==> src/rtl/fluid_seq_ctrl.sv <==
// Valve/pump sequencer: PRIME1 -> PRIME2 -> PRIME3 -> MIX -> DRAIN -> DONE, zero-length phases skipped.
// Optional `abort` input when FLUID_SEQ_ABORT_EN is defined; all outputs are registered.
module fluid_seq_ctrl #(
   parameter int CNT_W    = 16,
   parameter int PUMP_DIV = 4
) (
   input  logic             clk,
   input  logic             rst_n,
   input  logic             cmd_valid,
   output logic             cmd_ready,
   input  logic [CNT_W-1:0] t_soln1,
   input  logic [CNT_W-1:0] t_soln2,
   input  logic [CNT_W-1:0] t_soln3,
   input  logic [CNT_W-1:0] t_mix,
   input  logic [CNT_W-1:0] t_drain,
   output logic             valve_soln1,
   output logic             valve_soln2,
   output logic             valve_soln3,
   output logic             valve_out,
   output logic [2:0]       pump_ph,
   output logic             busy,
   output logic             done
`ifdef FLUID_SEQ_ABORT_EN
   ,
   input  logic             abort
`endif
);
   localparam int DIV_W = (PUMP_DIV > 1) ? $clog2(PUMP_DIV) : 1;

   typedef enum logic [2:0] {
      IDLE   = 3'd0,
      PRIME1 = 3'd1,
      PRIME2 = 3'd2,
      PRIME3 = 3'd3,
      MIX    = 3'd4,
      DRAIN  = 3'd5,
      DONE   = 3'd6
   } state_t;

   state_t                state, nxt;
   logic [4:0][CNT_W-1:0] lat, src;
   logic [CNT_W-1:0]      cnt, nxt_cnt;
   logic [DIV_W-1:0]      div;
   logic                  accept, in_phase;

   assign accept   = cmd_valid && cmd_ready;
   assign in_phase = (state != IDLE) && (state != DONE);

   // Phase encodings 1..5 map onto count slots 0..4, so the next phase is
   // the lowest nonzero slot above the current state.
   always_comb begin
      src = accept ? {t_drain, t_mix, t_soln3, t_soln2, t_soln1} : lat;
      nxt = state;
      if ((state == IDLE && accept) || (in_phase && cnt == '0)) begin
         nxt = DONE;
         for (int i = 4; i >= 0; i--) begin
            if (src[i] != '0 && (i + 1) > int'(state))
               nxt = state_t'(3'(i + 1));
         end
      end else if (state == DONE) begin
         nxt = IDLE;
      end
`ifdef FLUID_SEQ_ABORT_EN
      if (in_phase && abort)
         nxt = DONE;
`endif
      nxt_cnt = (cnt != '0) ? cnt - CNT_W'(1) : '0;
      if (nxt != state) begin
         nxt_cnt = '0;
         for (int i = 0; i < 5; i++) begin
            if (int'(nxt) == i + 1)
               nxt_cnt = src[i] - CNT_W'(1);
         end
      end
   end

   always_ff @(posedge clk or negedge rst_n) begin
      if (!rst_n) begin
         state       <= IDLE;
         lat         <= '0;
         cnt         <= '0;
         div         <= '0;
         valve_soln1 <= 1'b0;
         valve_soln2 <= 1'b0;
         valve_soln3 <= 1'b0;
         valve_out   <= 1'b0;
         pump_ph     <= 3'b000;
         busy        <= 1'b0;
         done        <= 1'b0;
         cmd_ready   <= 1'b1;
      end else begin
         state       <= nxt;
         cnt         <= nxt_cnt;
         if (accept)
            lat <= src;
         valve_soln1 <= (nxt == PRIME1);
         valve_soln2 <= (nxt == PRIME2);
         valve_soln3 <= (nxt == PRIME3);
         valve_out   <= (nxt == DRAIN);
         busy        <= (nxt != IDLE) && (nxt != DONE);
         done        <= (nxt == DONE);
         cmd_ready   <= (nxt == IDLE);
         if (nxt != DRAIN) begin
            pump_ph <= 3'b000;
            div     <= '0;
         end else if (state != DRAIN) begin
            pump_ph <= 3'b001;
            div     <= '0;
         end else if (div == DIV_W'(PUMP_DIV - 1)) begin
            pump_ph <= {pump_ph[1:0], pump_ph[2]};
            div     <= '0;
         end else begin
            div <= div + DIV_W'(1);
         end
      end
   end
endmodule

==> config.mk <==
export PLATFORM = sky130hd
export DESIGN_NAME = fluid_seq_ctrl
export DESIGN_NICKNAME = d
export VERILOG_FILES = /design/src/rtl/fluid_seq_ctrl.sv
export SDC_FILE = /design/constraint.sdc
export NUM_CORES = 1
export LEC_CHECK = 0
export ABC_AREA = 1
export CAP_MARGIN = 30
export CORE_MARGIN = 5
export CORE_UTILIZATION = 48
export DETAILED_ROUTE_END_ITERATION = 6
export HOLD_SLACK_MARGIN = 0.06
export MAX_ROUTING_LAYER = met4
export PLACE_DENSITY = 0.78
export SETUP_SLACK_MARGIN = 0.1
export SYNTH_ARGS = -nofsm -noshare
export SYNTH_HDL_FRONTEND = slang
export SYNTH_SLANG_ARGS = --single-unit
==> constraint.sdc <==
create_clock -name clk -period 3.8 [get_ports clk]
set_input_delay 0.95 -clock clk [delete_from_list [all_inputs] [get_ports clk]]
set_output_delay 0.95 -clock clk [all_outputs]
set_load 0.02 [all_outputs]
==> results of run 1 <==
[power by group]
part	internal, mW	leakage, nW	switching, mW	total, mW
Combinational	0.0780	3.46	0.0457	0.124
Clock	0.510	0.142	0.451	0.961
Sequential	1.18	1.37	0	1.18
[path summary, 6_finish.rpt]
kind | start | endpoint | slack (ns) | depth (start not counted)
hold / removal | div[0]$_DFF_PN0_ | div[0]$_DFF_PN0_ | 0.44 | 1
hold reg to reg | div[0]$_DFF_PN0_ | div[0]$_DFF_PN0_ | 0.44 | 1
min in group asynchronous | rst_n | lat[41]$_DFFE_PN0N_ | 0.66 | 1
setup reg to reg | cmd_ready$_DFF_PN1_ | cnt[10]$_DFF_PN0_ | 0.53 | 21
max in group asynchronous | rst_n | cmd_ready$_DFF_PN1_ | 2.32 | 2
setup / recovery | cmd_valid | cnt[10]$_DFF_PN0_ | 0.38 | 25
[kinds of logic after synthesis]
logic type	after synthesis
xor+xnor	66
simple gates	658
flops	111
fa+ha+maj	9
compound gates	57
buf+inv	147
[area by class of cell]
class                   count  area [sq um]
clock buffers              10           229
multi-input cells         790          3860
inverters                 109           412
well taps                 188           235
fillers                  1370          5710
repair buffers            196          1740
flip-flops and latches    111          2780
clock inverters             6          61.3
[cell usage after synthesis, drive strengths merged]
cell,number
nand2,336
nor2,162
dfrtp,110
inv,108
nand3,89
xor2,44
nand4,36
buf,34
o21ai,29
nor3,22
xnor2,22
a21oi,21
ha,9
or2,8
clkbuf,4
o31ai,3
nor4,2
o21a,2
clkinv,1
dfstp,1
nand3b,1
nor3b,1
nor4b,1
o21bai,1
o41ai,1
[layer usage]
layer  vias up  global-route usage
met2       244               0.393
met1      3350               0.335
li1       3625                   -
met3        42              0.0426
met5         -                   -
met4         0              0.0930
[worst register-to-register path, delay by kind of cell (launching register included)]
kind / cells / cell delay [ns]
flip-flops: 1 / 0.56
buffers and inverters: 2 / 0.60
AND/OR/NAND/NOR: 19 / 2.01
[state kept, by name, summed over array words and instances (netlist names)]
register,flops
state,3
valve_out,1
div,2
busy,1
valve_soln2,1
lat,80
valve_soln3,1
cmd_ready,1
valve_soln1,1
done,1
cnt,16
pump_ph,3
[layout by cell type, fill, tap and decap left out, types with 4 or more instances in the layout]
cell / n
or2_2: 8
ha_1: 8
nand3_1: 86
nor2_1: 156
buf_12: 4
nand2_1: 328
a21oi_1: 19
nor3_1: 20
nand4_1: 36
dfrtp_1: 110
o21ai_1: 10
inv_1: 105
xor2_1: 43
buf_4: 101
xnor2_1: 22
clkdlybuf4s50_1: 90
o21ai_0: 18
clkbuf_16: 9
nand2_2: 6
==> flow_summary.yaml, run 1 <==
yosys:
  synth_area_leaders: "dfrtp_1, nand2_1, nor2_1, nand3_1, inv_1"
  syn_area_sq_um: 7250
  synth_xor_xnor_area_share: 0.0807
  synth_fp_nets: 1140
  synth_area_leader_cell: "dfrtp_1"
  synthMuxAreaShare: 0
  synth-simple-area-share: 0.387
  ys_seq_area_frac: 0.383
  synth_cells: 1048
  syn_avg_cell_area_sq_um: 6.92
  synth_seq_cells: 111
  synth_warnings: 0
  synth_top_family_by_area: "simple AND/OR/NAND/NOR gates"
  synth-compound-area-share: 0.0455
  synth-adder-area-share: 0.0155
  yosysUniqueCellTypes: 40
  synth_top_area_frac: 0.379
clock_network:
  cts_hold_buf: 0
  cts-root-buf: "clkbuf_16"
  clkTransAtPathRegs_ns: 0.08
  clk_path_buf_depth: 2
  clock-sinks: 111
  clk_latency_ns: 0.36
  cts_resized: 0
  cts_tree: "built"
  cts_max_level: 3
  numCtsBuffers: 9
  cts_setup_buffers: 0
sta:
  fmax_ghz: 0.292
  finalWorstSetupSlack_ns: 0.380
  grt_setup_unrepaired: "false"
  setup_violations: 0
  hold_viol: 0
  slew_headroom: 0.471
  finalCritPeriodShare: 0.900
  worst_slew_pin_slew_ns: 0.793
  setup_tns_ns: 0
  period_minus_slack_ns: 3.42
  maxSlewViolCount: 0
  finClkSkew_ns: 0.00818
  hold_ws_ns: 0.443
critical_path:
  worstPathArrival_ns: 3.67
  cpMaxStageDelayCell: "or2_2"
  cp_top_family: "simple AND/OR/NAND/NOR gates"
  slowest_delay_ns: 0.27
  end_kind: "register"
  critical_path.n_buffers_inverters: 4
  crit_path_start_kind: "input pin"
  critPathMaxFanout: 8
  cpMostUsedCell: "nand2_1"
  critPathRequiredTime_ns: 4.05
  worst-setup-path-type: "in2reg"
global_route:
  grt_pass1_vias: 6942
  grt_max_degree: 59
  grt_use_total: 0.253
  overflow: 0
  grt_pass1_wl_um: 34600
  antenna_found_initial: 0
routing:
  wl_met3_um: 1470
  drt_iter0_drc: 564
  met2_length_um: 9610
  drc: 0
  wl_per_cell_um: 15.2
  ant_nets: 0
  viasPerCell: 5.15
  wirelength_um: 21400
  first_pass_iters: 5
  vias: 7261
  wl_met1_um: 9640
  highest_layer: "met4"
final_layout:
  design_area_sq_um: 9320
  stdcell_count: 1410
  drive_gt1_frac: 0.128
  syn_to_final_growth_pct: 28.5
  antennaDiodeCount: 0
  post-route-util: 0.620
  final_nets: 1309
place:
  placed_area_sq_um: 9030
  place_ws_ns: -0.0292
  dp_hpwl_um: 16900
  gp_congestion: 1.01
  dp_cells: 1394
  portBuffers: 92
power:
  total_power_mw: 2.27
  powerDensity_nw_per_um2: 243
  vdd_drop_max_mv: 0.184
  p_leak_nw: 4.97
outcome:
  status: "finished clean"
die:
  die_area_sq_um: 17700
  start_util: 0.483
  die_h_um: 133
  core-area_sq_um: 15000
  boundaryPins: 93
  num_rows: 45
  die_w_um: 133
worst_hold_path:
  hp-class: "reg2reg"
run:
  maxCapViolations: 0
Power figures use the tool's default switching activity.
==> inputs of run 2 (changes only) <==
--- a/config.mk
+++ b/config.mk
@@ -12,7 +12,7 @@
 export DETAILED_ROUTE_END_ITERATION = 6
 export HOLD_SLACK_MARGIN = 0.06
 export MAX_ROUTING_LAYER = met4
-export PLACE_DENSITY = 0.78
+export PLACE_DENSITY = 0.75
 export SETUP_SLACK_MARGIN = 0.1
 export SYNTH_ARGS = -nofsm -noshare
 export SYNTH_HDL_FRONTEND = slang
==> run 2 against run 1 <==
Compared with the run above:
- register-to-register slack lost 0.06 ns
- routed wire length shrank 1.3%
- count of clock-buffer cells in the layout is the same
- critical path depth shrank 2
- largest cell class unchanged
- sequential share of layout area grew 0.13 points
- combinational power is essentially flat
- flip-flop and latch count is the same
- highest routed layer unchanged
- clock power shrank 8.3%
==> flow_summary.yaml, run 2 (same netlist as run 1, synthesis figures left out) <==
clock_network:
  cts_setup_buffers: 0
  clock-sinks: 111
  cts_max_level: 3
  clk_path_buf_depth: 2
  clkTransAtPathRegs_ns: 0.07
  clk_latency_ns: 0.36
  numCtsBuffers: 9
  cts-root-buf: "clkbuf_16"
  cts_tree: "built"
final_layout:
  stdcell_count: 1406
  syn_to_final_growth_pct: 27.9
  seq_area_sq_um: 2780
  post-route-util: 0.617
  final_common_cell: "nand2_1"
  largest_reg_flops: 80
  design_area_sq_um: 9280
  regMostFlops: "lat"
  final_cell_mix: "nand2_1, nor2_1, dfrtp_1"
  antennaDiodeCount: 0
  multi_input_area_sq_um: 3860
  final_nets: 1305
  drive_gt1_frac: 0.126
  n_fill_cell: 1346
  top_regs: "lat (80), cnt (16)"
power:
  vdd_drop_max_mv: 0.181
  total_power_mw: 2.18
  p_leak_nw: 4.95
  powerDensity_nw_per_um2: 235
worst_hold_path:
  min-delay-start: "div[0]$_DFF_PN0_"
  min_path_cells: 1
  whs_endpoint: "div[0]$_DFF_PN0_"
  hp-class: "reg2reg"
critical_path:
  critical_path.n_buffers_inverters: 4
  cp_top_family: "simple AND/OR/NAND/NOR gates"
  end_kind: "register"
  r2r_end: "cnt[7]$_DFF_PN0_"
  cpMostUsedCell: "nand2_1"
  cpMaxStageDelayCell: "nor2_1"
  r2r_slack_ns: 0.47
  worstPathArrival_ns: 3.74
  critPathRequiredTime_ns: 4.05
  worstRegToRegCells: 19
  slowest_delay_ns: 0.28
  worst-setup-path-type: "in2reg"
  crit_path_start_kind: "input pin"
  critPathMaxFanout: 16
  cp_cell_sequence: "buf_2, nand2_4, inv_4, or2_2, o21a_1, inv_1, ha_2, nand3_2, nor2_4, nand3_2, o21bai_1, nand2_1, nand2_1, nand2_1, nand2_2, nor2_4, buf_4, nand3_1, nand2_1, nor2_1, nand2_1, nand2_1, nand2_1"
  r2r-start: "cmd_ready$_DFF_PN1_"
global_route:
  overflow: 0
  grt_use_total: 0.253
  grt_pass1_vias: 6741
  grt_max_degree: 71
  antenna_found_initial: 0
  grt_pass1_wl_um: 34400
sta:
  finalCritPeriodShare: 0.918
  hold_viol: 0
  grt_setup_unrepaired: "false"
  finClkSkew_ns: 0.00648
  fmax_ghz: 0.287
  setup_violations: 0
  worst_slew_pin_slew_ns: 0.887
  maxSlewViolCount: 0
  slew_headroom: 0.409
  period_minus_slack_ns: 3.49
die:
  num_rows: 45
  die_w_um: 133
  die_h_um: 133
  boundaryPins: 93
  die_area_sq_um: 17700
  core-area_sq_um: 15000
  start_util: 0.483
outcome:
  status: "finished clean"
place:
  gp_congestion: 0.999
  placed_area_sq_um: 9010
  dp_cells: 1390
  dp_hpwl_um: 16700
  portBuffers: 92
run:
  maxCapViolations: 0
routing:
  wl_per_cell_um: 15.0
  vias: 7116
  drt_iter0_drc: 544
  drc: 0
  viasPerCell: 5.06
  wirelength_um: 21100
  first_pass_iters: 5
  ant_nets: 0
==> run 2: stage by stage <==
| stage | setup TNS [ns] | hold WS, ns | setup slack (ns) |
|---|---|---|---|
| after detailed placement | -0.0310 | 0.423 | -0.0310 |
| after global routing | 0 | 0.473 | 0.123 |
| final | 0 | 0.462 | 0.312 |
| after CTS | 0 | 0.472 | 0.340 |
| after global placement | -0.00885 | 0.424 | -0.00885 |
| after floorplan | 0 | 0.408 | 0.100 |
==> run 2: what timing repair did <==
item / CTS / global route
endpoints found under the setup margin: 0 / 1
hold buffers: 0 / 0
resized for setup: 0 / 1
==> run 2: worst max-delay path by stage <==
| stage | startpoint | end | slack, ns | depth (start not counted) |
|---|---|---|---|---|
| 2_1_floorplan | cmd_valid | cnt[12]$_DFF_PN0_ | 0.10 | 25 |
| 3_5_place_dp | cmd_valid | cnt[9]$_DFF_PN0_ | -0.03 | 23 |
| 3_3_place_gp | cmd_valid | cnt[9]$_DFF_PN0_ | -0.009 | 23 |
| 6_report | cmd_valid | cnt[7]$_DFF_PN0_ | 0.31 | 23 |
| 5_1_grt | cmd_valid | cnt[7]$_DFF_PN0_ | 0.12 | 23 |
| 4_1_cts | cmd_valid | cnt[9]$_DFF_PN0_ | 0.34 | 23 |
==> run 2: metal layers <==
metal | GRT usage | vias to the layer above | part of all wire
met3 | 0.0456 | 44 | 0.074
met2 | 0.370 | 234 | 0.43
li1 | - | 3628 | -
met4 | 0.112 | 0 | 0.035
met1 | 0.343 | 3210 | 0.46
met5 | - | - | 0
==> run 2: final cells by class <==
cell class                      count  area share
Multi-Input combinational cell    790       0.416
Timing Repair Buffer              192       0.186
Clock buffer                       10      0.0247
Sequential cell                   111       0.299
Tap cell                          188      0.0254
Inverter                          109      0.0444
Clock inverter                      6     0.00391
==> run 2: report_power, final <==
part	total, mW	internal (mW)	switching, mW	leakage (nW)
sequential	1.18	1.18	0	1.37
clock	0.881	0.443	0.438	0.132
combinational	0.123	0.0773	0.0455	3.45
==> run 2: worst register-to-register path, cell delays in order (launching register included) <==
cell     delay [ns]
dfstp_2        0.61
buf_4          0.43
nand3_1        0.34
nand2_1        0.17
nor2_1         0.06
nand2_1        0.10
nor2_1         0.08
nand2_1        0.07
nand2_1        0.06
nand2_1        0.07
nand2_1        0.07
nand2_1        0.07
nand2_2        0.14
buf_4          0.25
nand4_1        0.17
nand2_1        0.07
nor2_1         0.28
nand2_1        0.09
nand2_1        0.08
nand2_1        0.05
==> inputs of run 3 (changes only) <==
==> constraint.sdc (replaced) <==
create_clock -name clk -period 3.8 [get_ports clk]
set_input_delay 1.14 -clock clk [delete_from_list [all_inputs] [get_ports clk]]
set_output_delay 1.14 -clock clk [all_outputs]
set_load 0.02 [all_outputs]
==> run 3 against run 2 <==
Compared with the run above:
- non-clock buffer count is 42 higher
- fmax up 0.22%
- sequential share of layout area down 1.4 points
- die area stayed put
- routed wire length rose by 2.7%
- core utilization increased by 3.1 points
- clock power up 16%
- worst setup slack better by 0.0076 ns
- clock skew is 0.0045 ns higher
==> flow_summary.yaml, run 3 (same netlist as run 1, synthesis figures left out) <==
outcome:
  status: "finished clean"
run:
  maxCapViolations: 0
critical_path:
  r2r_slack_ns: 0.66
  crit_end: "cnt[15]$_DFF_PN0_"
  r2r_end: "cnt[15]$_DFF_PN0_"
  crit_path_start_kind: "input pin"
  r2r-start: "cmd_ready$_DFF_PN1_"
  cp_cell_sequence: "buf_2, nand2_4, buf_4, buf_4, nand2_1, o21ai_0, ha_1, nand3_1, nor2_1, nand2_1, nand2_1, nand2_1, nand2_1, nand2_1, nand2_1, nand2_4, buf_4, nand3_1, clkinv_1, a21oi_1, nand2_1, nand2_1, nand2_1"
  cp_top_family: "simple AND/OR/NAND/NOR gates"
  critPathRequiredTime_ns: 4.07
  worstRegToRegCells: 19
  cpMaxStageDelayCell: "clkinv_1"
  cpMostUsedCell: "nand2_1"
  cp.depth: 23
  worst-setup-path-type: "in2reg"
  slowest_delay_ns: 0.26
  cp-startpoint: "cmd_valid"
  end_kind: "register"
  worstPathArrival_ns: 3.75
  critical_path.n_buffers_inverters: 5
  critPathMaxFanout: 13
power:
  net-switching-power_mw: 0.496
  p_comb_frac: 0.054
  clkPwrFrac: 0.438
  powerDensity_nw_per_um2: 238
  internal_power_mw: 1.83
  total_power_mw: 2.32
  seqPwrFrac: 0.508
  netSwitchingFraction: 0.214
  p_leak_nw: 5.21
  vdd_drop_max_mv: 0.219
global_route:
  grt_max_degree: 59
  grt_pass1_vias: 7095
  antenna_found_initial: 0
  grt_pass1_wl_um: 35500
  overflow: 0
  grt_use_total: 0.257
die:
  die_area_sq_um: 17700
  core-area_sq_um: 15000
  boundaryPins: 93
  die_h_um: 133
  die_w_um: 133
  start_util: 0.483
  num_rows: 45
routing:
  wl_per_cell_um: 15.0
  vias: 7389
  drt_iter0_drc: 553
  viasPerCell: 5.10
  first_pass_iters: 5
  ant_nets: 0
  wirelength_um: 21700
  drc: 0
final_layout:
  final_nets: 1348
  top_regs: "lat (80), cnt (16)"
  regMostFlops: "lat"
  final_common_cell: "nand2_1"
  n_fill_cell: 1348
  final_cell_mix: "nand2_1, nor2_1, buf_4"
  syn_to_final_growth_pct: 34.3
  antennaDiodeCount: 0
  drive_gt1_frac: 0.159
  design_area_sq_um: 9740
  largest_reg_flops: 80
  post-route-util: 0.648
place:
  dp_hpwl_um: 17000
  place_ws_ns: -0.108
  portBuffers: 92
  gp_congestion: 1.00
  placed_area_sq_um: 9380
worst_hold_path:
  hp-class: "reg2reg"
clock_network:
  cts_resized: 0
  cts_tree: "built"
  clkTransAtPathRegs_ns: 0.08
  cts_hold_buf: 0
  clk_path_buf_depth: 2
  clock-sinks: 111
  numCtsBuffers: 9
  cts-root-buf: "clkbuf_16"
  clk_latency_ns: 0.37
  cts_max_level: 3
  cts_setup_buffers: 0
sta:
  hold_ws_ns: 0.462
  worst_slew_pin_slew_ns: 1.22
  slew_headroom: 0.172
  setup_violations: 0
  grt_setup_unrepaired: "true"
  period_minus_slack_ns: 3.48
  finClkSkew_ns: 0.0110
  hold_viol: 0
  finalWorstSetupSlack_ns: 0.319
  maxSlewViolCount: 0
  fmax_ghz: 0.287
  finalCritPeriodShare: 0.916
run 3: worst min path at each step:
stage	from	end	slack (ns)	cells after the start
3_3_place_gp	div[0]$_DFF_PN0_	div[0]$_DFF_PN0_	0.42	1
5_1_grt	div[0]$_DFF_PN0_	div[0]$_DFF_PN0_	0.48	1
3_5_place_dp	div[0]$_DFF_PN0_	div[0]$_DFF_PN0_	0.46	1
2_1_floorplan	div[0]$_DFF_PN0_	div[0]$_DFF_PN0_	0.41	1
6_report	div[0]$_DFF_PN0_	div[0]$_DFF_PN0_	0.46	1
4_1_cts	div[0]$_DFF_PN0_	div[0]$_DFF_PN0_	0.47	1
run 3: worst register-to-register path: stages, from the launching register on:
cell	delay [ns]
dfstp_2	0.57
buf_4	0.41
nand3_1	0.13
nand2_1	0.14
nand2_1	0.10
nor2_1	0.19
nand2_1	0.15
o21bai_1	0.17
nand2_1	0.07
nand2_1	0.08
nand2_1	0.09
nand2_4	0.16
nor2_4	0.08
buf_12	0.15
nand3_1	0.07
nand2_1	0.05
nor2_1	0.20
nand2_1	0.11
nand2_1	0.07
nand2_1	0.04
run 3: power by group through the flow:
stage	Sequential (mW)	Clock, mW	Combinational (mW)
CTS	1.18	1.03	0.127
global placement	1.20	0	0.126
detailed placement	1.20	0	0.127
floorplan	1.20	0	0.0100
global route	1.18	1.07	0.137
finish	1.18	1.02	0.125
run 3: final cells by class:
| class | instances | area [sq um] | area share |
|---|---|---|---|
| Clock buffer | 12 | 267 | 0.0274 |
| Clock inverter | 4 | 52.6 | 0.00540 |
| Inverter | 109 | 412 | 0.0423 |
| Multi-Input combinational cell | 791 | 3920 | 0.402 |
| Sequential cell | 111 | 2780 | 0.285 |
| Tap cell | 188 | 235 | 0.0242 |
| Timing Repair Buffer | 234 | 2080 | 0.214 |
run 3: metrics by stage:
stage | instances | TNS (ns)
5_1_grt | 1449 | 0
3_3_place_gp | 1432 | -0.623
4_1_cts | 1448 | 0
3_5_place_dp | 1432 | -0.669
2_1_floorplan | 1048 | -0.310
6_report | 1449 | 0
run 3: routing by layer:
metal | vias to the layer above | part of all wire | track usage
li1 | 3712 | - | -
met1 | 3377 | 0.45 | 0.343
met2 | 246 | 0.46 | 0.395
met3 | 54 | 0.056 | 0.0380
met4 | 0 | 0.031 | 0.105
met5 | - | 0 | -
